<file path="src/rtl/eep_resp_pkg.sv">
// Shared types and constants for the EEPROM responder: FSM encoding, widths and the
// default charge-pump duration.
package eep_resp_pkg;

    localparam int unsigned DataW         = 14;
    localparam int unsigned AddrW         = 2;
    localparam int unsigned NumWords      = 4;
    localparam int unsigned CntW          = 8;
    localparam int unsigned DefPumpCycles = 16;

    typedef enum logic [1:0] {
        StIdle  = 2'd0,
        StArmed = 2'd1,
        StPump  = 2'd2
    } eep_state_e;

    // Counter increment that sticks at all-ones instead of wrapping.
    function automatic logic [CntW-1:0] sat_inc(input logic [CntW-1:0] v);
        return (v == '1) ? v : v + 1'b1;
    endfunction

endpackage

</file>
<file path="src/rtl/eep_resp.sv">
// Four-word flop-based EEPROM model: registered reads, and writes that only commit after the
// charge pump has been held on for PUMP_CYCLES consecutive cycles.
module eep_resp
    import eep_resp_pkg::*;
#(
    parameter int unsigned      PUMP_CYCLES = DefPumpCycles,
    parameter logic [DataW-1:0] INIT0       = 14'h0000,
    parameter logic [DataW-1:0] INIT1       = 14'h0000,
    parameter logic [DataW-1:0] INIT2       = 14'h0000,
    parameter logic [DataW-1:0] INIT3       = 14'h0000
) (
    input  logic             clk,
    input  logic             rst_n,
    input  logic             eep_cs_n,
    input  logic             eep_r_w_n,
    input  logic [AddrW-1:0] eep_addr,
    input  logic [DataW-1:0] eep_wr_data,
    input  logic             chrg_pmp_en,
    output logic [DataW-1:0] eep_rd_data,
    output logic             eep_busy,
    output logic             wr_done,
    output logic             wr_err
);

    localparam logic [CntW-1:0] PumpTarget = CntW'(PUMP_CYCLES);

    eep_state_e       state_q;
    logic [CntW-1:0]  cnt_q;
    logic [DataW-1:0] mem_q [NumWords];
    logic [AddrW-1:0] lat_addr_q;
    logic [DataW-1:0] lat_data_q;

    logic             wr_req;
    logic             rd_req;
    logic [CntW-1:0]  cnt_inc;

    assign wr_req  = ~eep_cs_n & ~eep_r_w_n;
    assign rd_req  = ~eep_cs_n &  eep_r_w_n;
    assign cnt_inc = sat_inc(cnt_q);

    always_ff @(posedge clk or negedge rst_n) begin
        if (!rst_n) begin
            state_q     <= StIdle;
            cnt_q       <= '0;
            eep_rd_data <= '0;
            eep_busy    <= 1'b0;
            wr_done     <= 1'b0;
            wr_err      <= 1'b0;
            lat_addr_q  <= '0;
            lat_data_q  <= '0;
            mem_q[0]    <= INIT0;
            mem_q[1]    <= INIT1;
            mem_q[2]    <= INIT2;
            mem_q[3]    <= INIT3;
        end else begin
            wr_done <= 1'b0;
            wr_err  <= 1'b0;
            unique case (state_q)
                StIdle: begin
                    if (rd_req) begin
                        eep_rd_data <= mem_q[eep_addr];
                    end else if (wr_req) begin
                        lat_addr_q <= eep_addr;
                        lat_data_q <= eep_wr_data;
                        state_q    <= StArmed;
                        eep_busy   <= 1'b1;
                    end
                end
                StArmed: begin
                    // Later writes replace the pending one; it is armed until the pump starts.
                    if (wr_req) begin
                        lat_addr_q <= eep_addr;
                        lat_data_q <= eep_wr_data;
                    end
                    if (chrg_pmp_en) begin
                        state_q <= StPump;
                        cnt_q   <= CntW'(1);
                    end
                end
                StPump: begin
                    if (!chrg_pmp_en) begin
                        // Pump dropout wins over any simultaneous write: a single error pulse.
                        wr_err   <= 1'b1;
                        state_q  <= StIdle;
                        cnt_q    <= '0;
                        eep_busy <= 1'b0;
                    end else begin
                        if (wr_req) begin
                            wr_err <= 1'b1;
                        end
                        if (cnt_inc >= PumpTarget) begin
                            mem_q[lat_addr_q] <= lat_data_q;
                            wr_done           <= 1'b1;
                            state_q           <= StIdle;
                            cnt_q             <= '0;
                            eep_busy          <= 1'b0;
                        end else begin
                            cnt_q <= cnt_inc;
                        end
                    end
                end
                default: begin
                    state_q  <= StIdle;
                    cnt_q    <= '0;
                    eep_busy <= 1'b0;
                end
            endcase
        end
    end

endmodule

</file>
<file path="config.mk">
export PLATFORM = sky130hd
export DESIGN_NAME = eep_resp
export DESIGN_NICKNAME = d
export VERILOG_FILES = /design/src/rtl/eep_resp_pkg.sv /design/src/rtl/eep_resp.sv
export SDC_FILE = /design/constraint.sdc
export NUM_CORES = 1
export LEC_CHECK = 0
export CORE_MARGIN = 1.5
export CORE_UTILIZATION = 45
export DETAILED_ROUTE_END_ITERATION = 8
export PLACE_DENSITY = 0.7
export SYNTH_ARGS = -nofsm -noshare
export SYNTH_HDL_FRONTEND = slang
export SYNTH_SLANG_ARGS = --single-unit
</file>
<file path="constraint.sdc">
create_clock -name clk -period 3.22 [get_ports clk]
set_input_delay 0.966 -clock clk [delete_from_list [all_inputs] [get_ports clk]]
set_output_delay 0.966 -clock clk [all_outputs]
set_load 0.005 [all_outputs]
</file>
==> results by group, run 1 <==
Critical path
  • Worst path arrival time: around 2.8 ns
  • Setup crit start kind: flip-flop
  • Critical Path, Cell by Cell: ha_1 > a311oi_1 > a41oi_1 > a2111oi_4 > buf_4 > or4_1 > buf_4 > mux2_1
  • Crit path max fanout: 14
  • Data required, critical path: 3.46 ns
  • WS Path Type: reg -> reg
  • Slowest library cell on the worst path: or4_1
  • Cell mode on critical path: buf_4
  • Critical Path End Type: flip-flop
  • Worst Reg-to-Reg Cells: 8
  • Max incr delay on CP: around 0.46 ns

Cells and area
  • Share of cells above drive strength 1: ~38%
  • Register area: about 2500 um^2
  • Util after Layout: between 50% and 60%
  • Fillers: 750
  • ANT cells: 0
  • Area of the multi-input gates: around 1700 um^2
  • Area grow syn2layout: 18.84%
  • Fin nets: between 300 and 400

Floorplanning
  • Core Box Area: 9240 um^2
  • # rows: 35
  • Die Wd: between 100 and 150 um
  • Initial core utilization: around 46%
  • I/O Pins: 38
  • Area of the die: roughly 10000 um^2
  • Die span in y: about 100 um

Run status
  • Status: finished clean

CTS
  • Clock transition at path regs: 0.09 ns
  • Cts repair resizes: 0
  • CTS sink count: between 90 and 100
  • H-tree Lvls: 3
  • # Post-CTS Setup Buffers: 0
  • Post-CTS Hold Fix Bufs: 0
  • Clock Latency Late Sink: 0.36 ns
  • Total CTS buffers: 9
  • Root Buffer: clkbuf_8
  • CTS tree: done
  • Max Root-Sink Buffers: 2

Logic synthesis
  • EDFF count, synth: 0
  • Post-synth cell types: 35
  • FFs w/ async S/R, synth: 100.0%
  • Seq cells post-synth: 99
  • Synthesized netlist net count: 305
  • Yosys warning count: 0
  • Mapped Area: 4283 um^2
  • Syn_area_per_cell: around 15 um^2
  • Mapped Cells: between 200 and 300
  • Most used flip-flop cell after synthesis: dfrtp_1
  • Seq/Total Area, Yosys: between 50% and 60%

Timing
  • Setup TNS Final: 0 ns
  • RSZ-0062 raised after global routing: no
  • Post-route setup slack: roughly 0.68 ns
  • Peak Freq: slightly below 400 MHz
  • Max_slew headroom: between 60% and 70%
  • Skew final: ~0.0085 ns
  • Fin crit share: between 70% and 80%
  • Final Hold Fails: 0
  • Max-slew violations: 0
  • Least-Margin Pin Slew: just over 0.5 ns
  • Setup Viol. Count Final: 0
  • Clock period minus worst slack: between 2 and 3 ns

Detailed routing
  • Drt wl/cell: 16.47 um
  • Iteration-0 DRC Markers: 79
  • Final ANT Viol Nets: 0
  • Via count: approximately 2400
  • Drt pass-1 iters: 4
  • Final wirelength: between 7000 and 8000 um
  • DRC errors left: 0
  • Vias/cell: 5.225

Power and ir drop
  • Pwr Density: 552.9 nW/um^2
  • LEAKAGE: around 2.4 nW
  • Power Total: 2.814 mW
  • Peak supply drop: ~240 uV

Global route
  • First-pass GRT wire length: 12900 um
  • Total congestion overflow: 0
  • Number of global-route vias before repair: ~2500
  • GRT Overall Usage: approximately 17%
  • Largest net degree at the start of global routing: 39
  • Initial antenna violation count: 0

Place
  • Pre-CTS setup slack: between 0.4 and 0.5 ns
  • Port Buf Inserts: 37
  • GP Congestion: 0.7695
  • Placed wire-length estimate: between 5000 and 6000 um

Worst hold path
  • Worst Hold Path Cells: 1
  • Hold Crit Class: reg -> reg

Run
  • MaxCap Viol Count: 0
## state kept, by name, summed over array words and instances, names as in the netlist
| name | flops |
|---|---|
| mem_q | 56 |
| eep_rd_data | 14 |
| lat_data_q | 14 |
| cnt_q | 8 |
| lat_addr_q | 2 |
| state_q | 2 |
| eep_busy | 1 |
| wr_done | 1 |
| wr_err | 1 |
## cell type report
type                    count  share of cell area [%]
repair buffers             52                   9.440
clock buffers              10                   2.704
clock inverters             5                   1.672
inverters                   2                  0.1475
flip-flops and latches     99                   48.67
multi-input cells         165                   34.19
well taps                 129                   3.171
## placed cells by master, fill, tap and decap left out, types with 2 or more instances in the layout
master           instances
clkbuf_8                10
and2_1                   6
nand2_1                  9
bufinv_16                2
inv_1                    2
nor3_1                   2
clkdlybuf4s50_1         36
mux2_1                  11
a2bb2oi_1                2
nand2b_1                 2
mux2_2                  76
dfrtp_1                 99
a21oi_1                  4
buf_4                   16
nor2_1                   4
nor4b_2                  2
nand3_1                  5
mux4_2                  14
o21ai_0                  4
ha_1                     5
and3_1                   4
## worst paths after layout
check	startpoint	to	slack, ns
hold reg to reg	mem_q[0]	mem_q[0]	0.49
setup reg to reg	cnt_q[0]	mem_q[55]	0.68
min in group asynchronous	rst_n	mem_q[2]	0.56
hold / removal	mem_q[0]	mem_q[0]	0.49
setup / recovery	cnt_q[0]	mem_q[55]	0.68
max in group asynchronous	rst_n	mem_q[46]	1.90
## per-layer routing
layer | track usage, % | part of all wire [%]
met5 | 0 | 0
met4 | 7.151 | 1.9
met3 | 2.843 | 2.6
met2 | 27.73 | 49
met1 | 22.71 | 46
## per-stage QoR
step	area [um^2]	hold slack (ns)	cells
2_1_floorplan	4283	0.4526	279
3_3_place_gp	4867	0.4634	447
3_5_place_dp	4867	0.4738	447
4_1_cts	5090	0.4940	462
5_1_grt	5090	0.5123	462
6_report	5090	0.4911	462
## synth_stat cells (2+ instances only)
library cell / number / area share [%]
a2bb2oi_1: 2 / 0.41
nor4b_2: 2 / 0.70
dfrtp_1: 99 / 58
ha_1: 5 / 1.5
nor3_1: 3 / 0.35
nor2_1: 4 / 0.35
nand3_1: 5 / 0.58
mux2_2: 76 / 20
clkbuf_1: 5 / 0.44
mux2_1: 11 / 2.9
nand2b_1: 2 / 0.29
a21oi_1: 4 / 0.47
buf_1: 2 / 0.18
buf_2: 5 / 0.58
mux4_2: 14 / 7.4
and2_1: 6 / 0.88
o21ai_0: 4 / 0.47
inv_1: 2 / 0.18
nand2_1: 9 / 0.79
and3_1: 4 / 0.58
## critical path: cells and delay by family (launching register included)
kind / cells / cell delay [ns]
buf+inv: 2 / 0.42
flops: 1 / 0.42
simple gates: 1 / 0.46
compound gates: 3 / 0.54
fa+ha+maj: 1 / 0.25
mux: 1 / 0.33
## report_power, final
| group | leakage, nW | total, mW | switching (mW) | internal (mW) |
|---|---|---|---|---|
| registers | 1.34 | 1.52 | 0.150 | 1.37 |
| logic | 0.928 | 0.418 | 0.196 | 0.221 |
| clock network | 0.109 | 0.877 | 0.418 | 0.459 |
## logic make-up (layout without fill, tap and decap cells)
| kind of cell | after synthesis | in the layout | synth area share [%] |
|---|---|---|---|
| DFF | 99 | 99 | 57.84 |
| and+or+nand+nor | 41 | 41 | 5.492 |
| buffers and inverters | 15 | 69 | 1.636 |
| muxes | 101 | 101 | 30.24 |
| xor gates and xnor gates | 1 | 1 | 0.2045 |
| adders and majority gates | 5 | 5 | 1.461 |
| AOI/OAI and AO/OA | 17 | 17 | 3.126 |
Note: power is estimated with default switching activity, not from simulation.
==> run 2: changes to the inputs <==
==> constraint.sdc (replaced) <==
create_clock -name clk -period 2.6 [get_ports clk]
set_input_delay 0.78 -clock clk [delete_from_list [all_inputs] [get_ports clk]]
set_output_delay 0.78 -clock clk [all_outputs]
set_load 0.005 [all_outputs]
==> run 2 against run 1 <==
Effect of this change: critical path depth unchanged; first-iteration DRC count up 7.6%; worst setup slack worse by 0.55 ns; via count up 1.9%; utilization up 0.45 points; power up 21%; fmax up 2.9%; non-clock buffer count up 3; flip-flop and latch count unchanged; final cell count up 0.65%; critical endpoint is now mem_q[23]; largest cell class unchanged.
==> results by group, run 2 (synthesis results as in run 1) <==
Cells and area
  • Top reg by flops: mem_q (unchanged)
  • Most common cell after layout, fill and taps aside: dfrtp_1 (unchanged)
  • Largest regs: mem_q (56), eep_rd_data (14), lat_data_q (14) (unchanged)
  • Most frequent cells in the layout: dfrtp_1 (99), mux2_2 (76), clkdlybuf4s50_1 (36) (unchanged)
  • Fin area: 5131 um^2 (was 5090 um^2)
  • Max reg flops: 56 (unchanged)
  • ANT cells: 0 (unchanged)
  • Fin nets: 358 (was 355)
  • Share of cells above drive strength 1: 38.69% (was 37.84%)
  • Area grow syn2layout: 19.81% (was 18.84%)

Critical path
  • Critical Path, Cell by Cell: ha_2 > a311oi_1 > a41oi_1 > a2111oi_4 > buf_4 > nor4b_2 > buf_4 > mux2_2 (was ha_1 > a311oi_1 > a41oi_1 > a2111oi_4 > buf_4 > or4_1 > buf_4 > mux2_1)
  • Critical Path Sink: mem_q[23] (was mem_q[55])
  • Worst path arrival time: 2.71 ns (was 2.78 ns)
  • Setup crit start kind: flip-flop (unchanged)
  • Crit. path cell count: 8 (unchanged)
  • FF-to-FF End: mem_q[23] (was mem_q[55])
  • Data required, critical path: 2.84 ns (was 3.46 ns)
  • WS Path Type: reg -> reg (unchanged)
  • CP bufs+invs: 2 (unchanged)
  • Crit path launch: cnt_q[0] (unchanged)
  • Reg-to-reg setup timing slack: 0.13 ns (was 0.68 ns)
  • Worst path top cell family by delay: compound AO/OA/AOI/OAI gates (unchanged)
  • Max incr delay on CP: 0.43 ns (was 0.46 ns)
  • Critical Path End Type: flip-flop (unchanged)
  • Reg2reg start: cnt_q[0] (unchanged)
  • Crit path max fanout: 10 (was 14)
  • Worst Reg-to-Reg Cells: 8 (unchanged)
  • Slowest library cell on the worst path: dfrtp_1 (was or4_1)
  • Cell mode on critical path: buf_4 (unchanged)

Place
  • GP Congestion: 0.7952 (was 0.7695)
  • Post-Place Cell Area: 4927 um^2 (was 4867 um^2)
  • Placed wire-length estimate: 5220 um (was 5160 um)
  • Port Buf Inserts: 37 (unchanged)
  • Pre-CTS setup slack: 0.05418 ns (was 0.4992 ns)

CTS
  • Clock Latency Late Sink: 0.35 ns (was 0.36 ns)
  • CTS sink count: 99 (unchanged)
  • Clock transition at path regs: 0.09 ns (about the same)
  • Total CTS buffers: 9 (unchanged)
  • H-tree Lvls: 3 (unchanged)
  • Max Root-Sink Buffers: 2 (unchanged)
  • CTS tree: done (unchanged)
  • Post-CTS Hold Fix Bufs: 0 (unchanged)
  • Root Buffer: clkbuf_8 (unchanged)

Global route
  • Number of global-route vias before repair: 2615 (was 2473)
  • Largest net degree at the start of global routing: 36 (was 39)
  • Total congestion overflow: 0 (unchanged)
  • Initial antenna violation count: 0 (unchanged)
  • First-pass GRT wire length: 13170 um (was 12900 um)
  • GRT Overall Usage: 17.03% (was 16.99%)

Detailed routing
  • Final wirelength: 7652 um (was 7611 um)
  • Via count: 2461 (was 2414)
  • Wire length on met3: 211 um (was 199 um)
  • DRC errors left: 0 (unchanged)
  • Drt wl/cell: 16.46 um (was 16.47 um)
  • Drt pass-1 iters: 4 (unchanged)
  • Vias/cell: 5.292 (was 5.225)
  • Highest metal used: met4 (unchanged)
  • DRT met1 WL: 3610 um (was 3522 um)
  • Routed met2 length: 3726 um (was 3741 um)
  • Iteration-0 DRC Markers: 85 (was 79)
  • Final ANT Viol Nets: 0 (unchanged)

Timing
  • Setup TNS Final: 0 ns (unchanged)
  • Max-slew violations: 0 (unchanged)
  • Peak Freq: 404.9 MHz (was 393.6 MHz)
  • Post-route setup slack: 0.1303 ns (was 0.6794 ns)
  • Setup Viol. Count Final: 0 (unchanged)
  • Final Hold Fails: 0 (unchanged)
  • Skew final: 0.01007 ns (was 0.008543 ns)
  • Fin crit share: 94.99% (was 78.90%)
  • Clock period minus worst slack: 2.470 ns (was 2.541 ns)
  • RSZ-0062 raised after global routing: no (unchanged)
  • Least-Margin Pin Slew: 0.4694 ns (was 0.5026 ns)
  • Max_slew headroom: 67.90% (was 66.49%)

Worst hold path
  • Hold Crit Class: in -> async (was reg -> reg)

Power and ir drop
  • Clk pwr share: 29.1% (was 31.2%)
  • Sw frac: 27.38% (was 27.17%)
  • P_int: 2.473 mW (was 2.050 mW)
  • Psw: 0.9326 mW (was 0.7646 mW)
  • Share of power burned in registers: 55.5% (was 54.0%)
  • Pwr Density: 663.7 nW/um^2 (was 552.9 nW/um^2)
  • Peak supply drop: 347.5 uV (was 242.6 uV)
  • Logic gate share of total power: 15.5% (was 14.8%)
  • LEAKAGE: 2.393 nW (was 2.382 nW)

Floorplanning
  • Die span in y: 100.6 um (unchanged)
  • Initial core utilization: 46.35% (unchanged)
  • I/O Pins: 38 (unchanged)
  • Area of the die: 10110 um^2 (unchanged)
  • Core Box Area: 9240 um^2 (unchanged)
  • # rows: 35 (unchanged)
  • Die Wd: 100.6 um (unchanged)

Run status
  • Status: finished clean (unchanged)

Run
  • MaxCap Viol Count: 0 (unchanged)
-- run 2: changes by cell type in the layout (fill, tap and decap cells not counted) --
cell	before	now
bufinv_16	2	1
ha_1	5	4
clkbuf_8	10	11
clkinv_2	0	1
ha_2	0	1
buf_12	0	3
clkinvlp_4	1	2
inv_6	1	0
clkinv_4	1	0
-- run 2: how the worst min path moves through the flow --
stage | slack [ns] | endpoint | cells past startpoint
6_report | 0.37 | lat_data_q[2] | 1
5_1_grt | 0.39 | lat_data_q[13] | 1
4_1_cts | 0.38 | mem_q[2] | 1
3_5_place_dp | 0.47 | mem_q[0] | 1
3_3_place_gp | 0.46 | mem_q[0] | 1
2_1_floorplan | 0.45 | mem_q[0] | 1
-- run 2: per-layer routing --
layer / vias to the layer above / global-route usage (%)
met5: - / 0
met1: 1294 / 23.06
met2: 29 / 27.68
met3: 9 / 3.883
met4: 0 / 4.984
li1: 1129 / -
-- run 2: layout make-up --
cell class	count	area (um^2)
fillers	753	4109
clock buffers	11	151.4
inverters	2	7.507
clock inverters	4	50.05
multi-input cells	165	1743
well taps	129	161.4
flip-flops and latches	99	2477
repair buffers	55	540.5
-- run 2: worst reg2reg max path: stages (launching register included) --
cell and delay (ns):
dfrtp_1 0.43, ha_2 0.24, a311oi_1 0.10, a41oi_1 0.27, a2111oi_4 0.16, buf_4 0.18
nor4b_2 0.35, buf_4 0.28, mux2_2 0.36
-- run 2: per-stage QoR --
stage / cells / power [mW] / util (%) / hold WS (ns)
final: 465 / 3.406 / 55.53 / 0.3737
after global routing: 465 / 3.586 / 55.53 / 0.3916
after CTS: 465 / 3.445 / 55.50 / 0.3831
after detailed placement: 450 / 2.451 / 53.32 / 0.4736
after global placement: 450 / 2.435 / 53.32 / 0.4628
after floorplan: 279 / 2.199 / - / 0.4526
-- run 2: power by group through the flow --
stage                     Clock, mW  Sequential (mW)  Combinational (mW)
after global placement            0             1.91               0.523
after CTS                      1.02             1.89               0.535
after detailed placement          0             1.92               0.534
after global routing           1.08             1.92               0.590
after floorplan                   0             1.85               0.354
final                         0.989             1.89               0.527
-- run 2: repair_timing --
action / CTS / global route
resized for setup: 0 / 1
hold endpoints to repair: 0 / 0
setup buffers: 0 / 0
setup endpoints to repair: 0 / 15
==> run 3: changes to the inputs <==
--- a/config.mk
+++ b/config.mk
@@ -9,6 +9,7 @@
 export CORE_UTILIZATION = 45
 export DETAILED_ROUTE_END_ITERATION = 8
 export PLACE_DENSITY = 0.7
+export SLEW_MARGIN = 5
 export SYNTH_ARGS = -nofsm -noshare
 export SYNTH_HDL_FRONTEND = slang
 export SYNTH_SLANG_ARGS = --single-unit
==> results of run 3 <==
Final layout, timing and power as in run 2 (identical DEF).
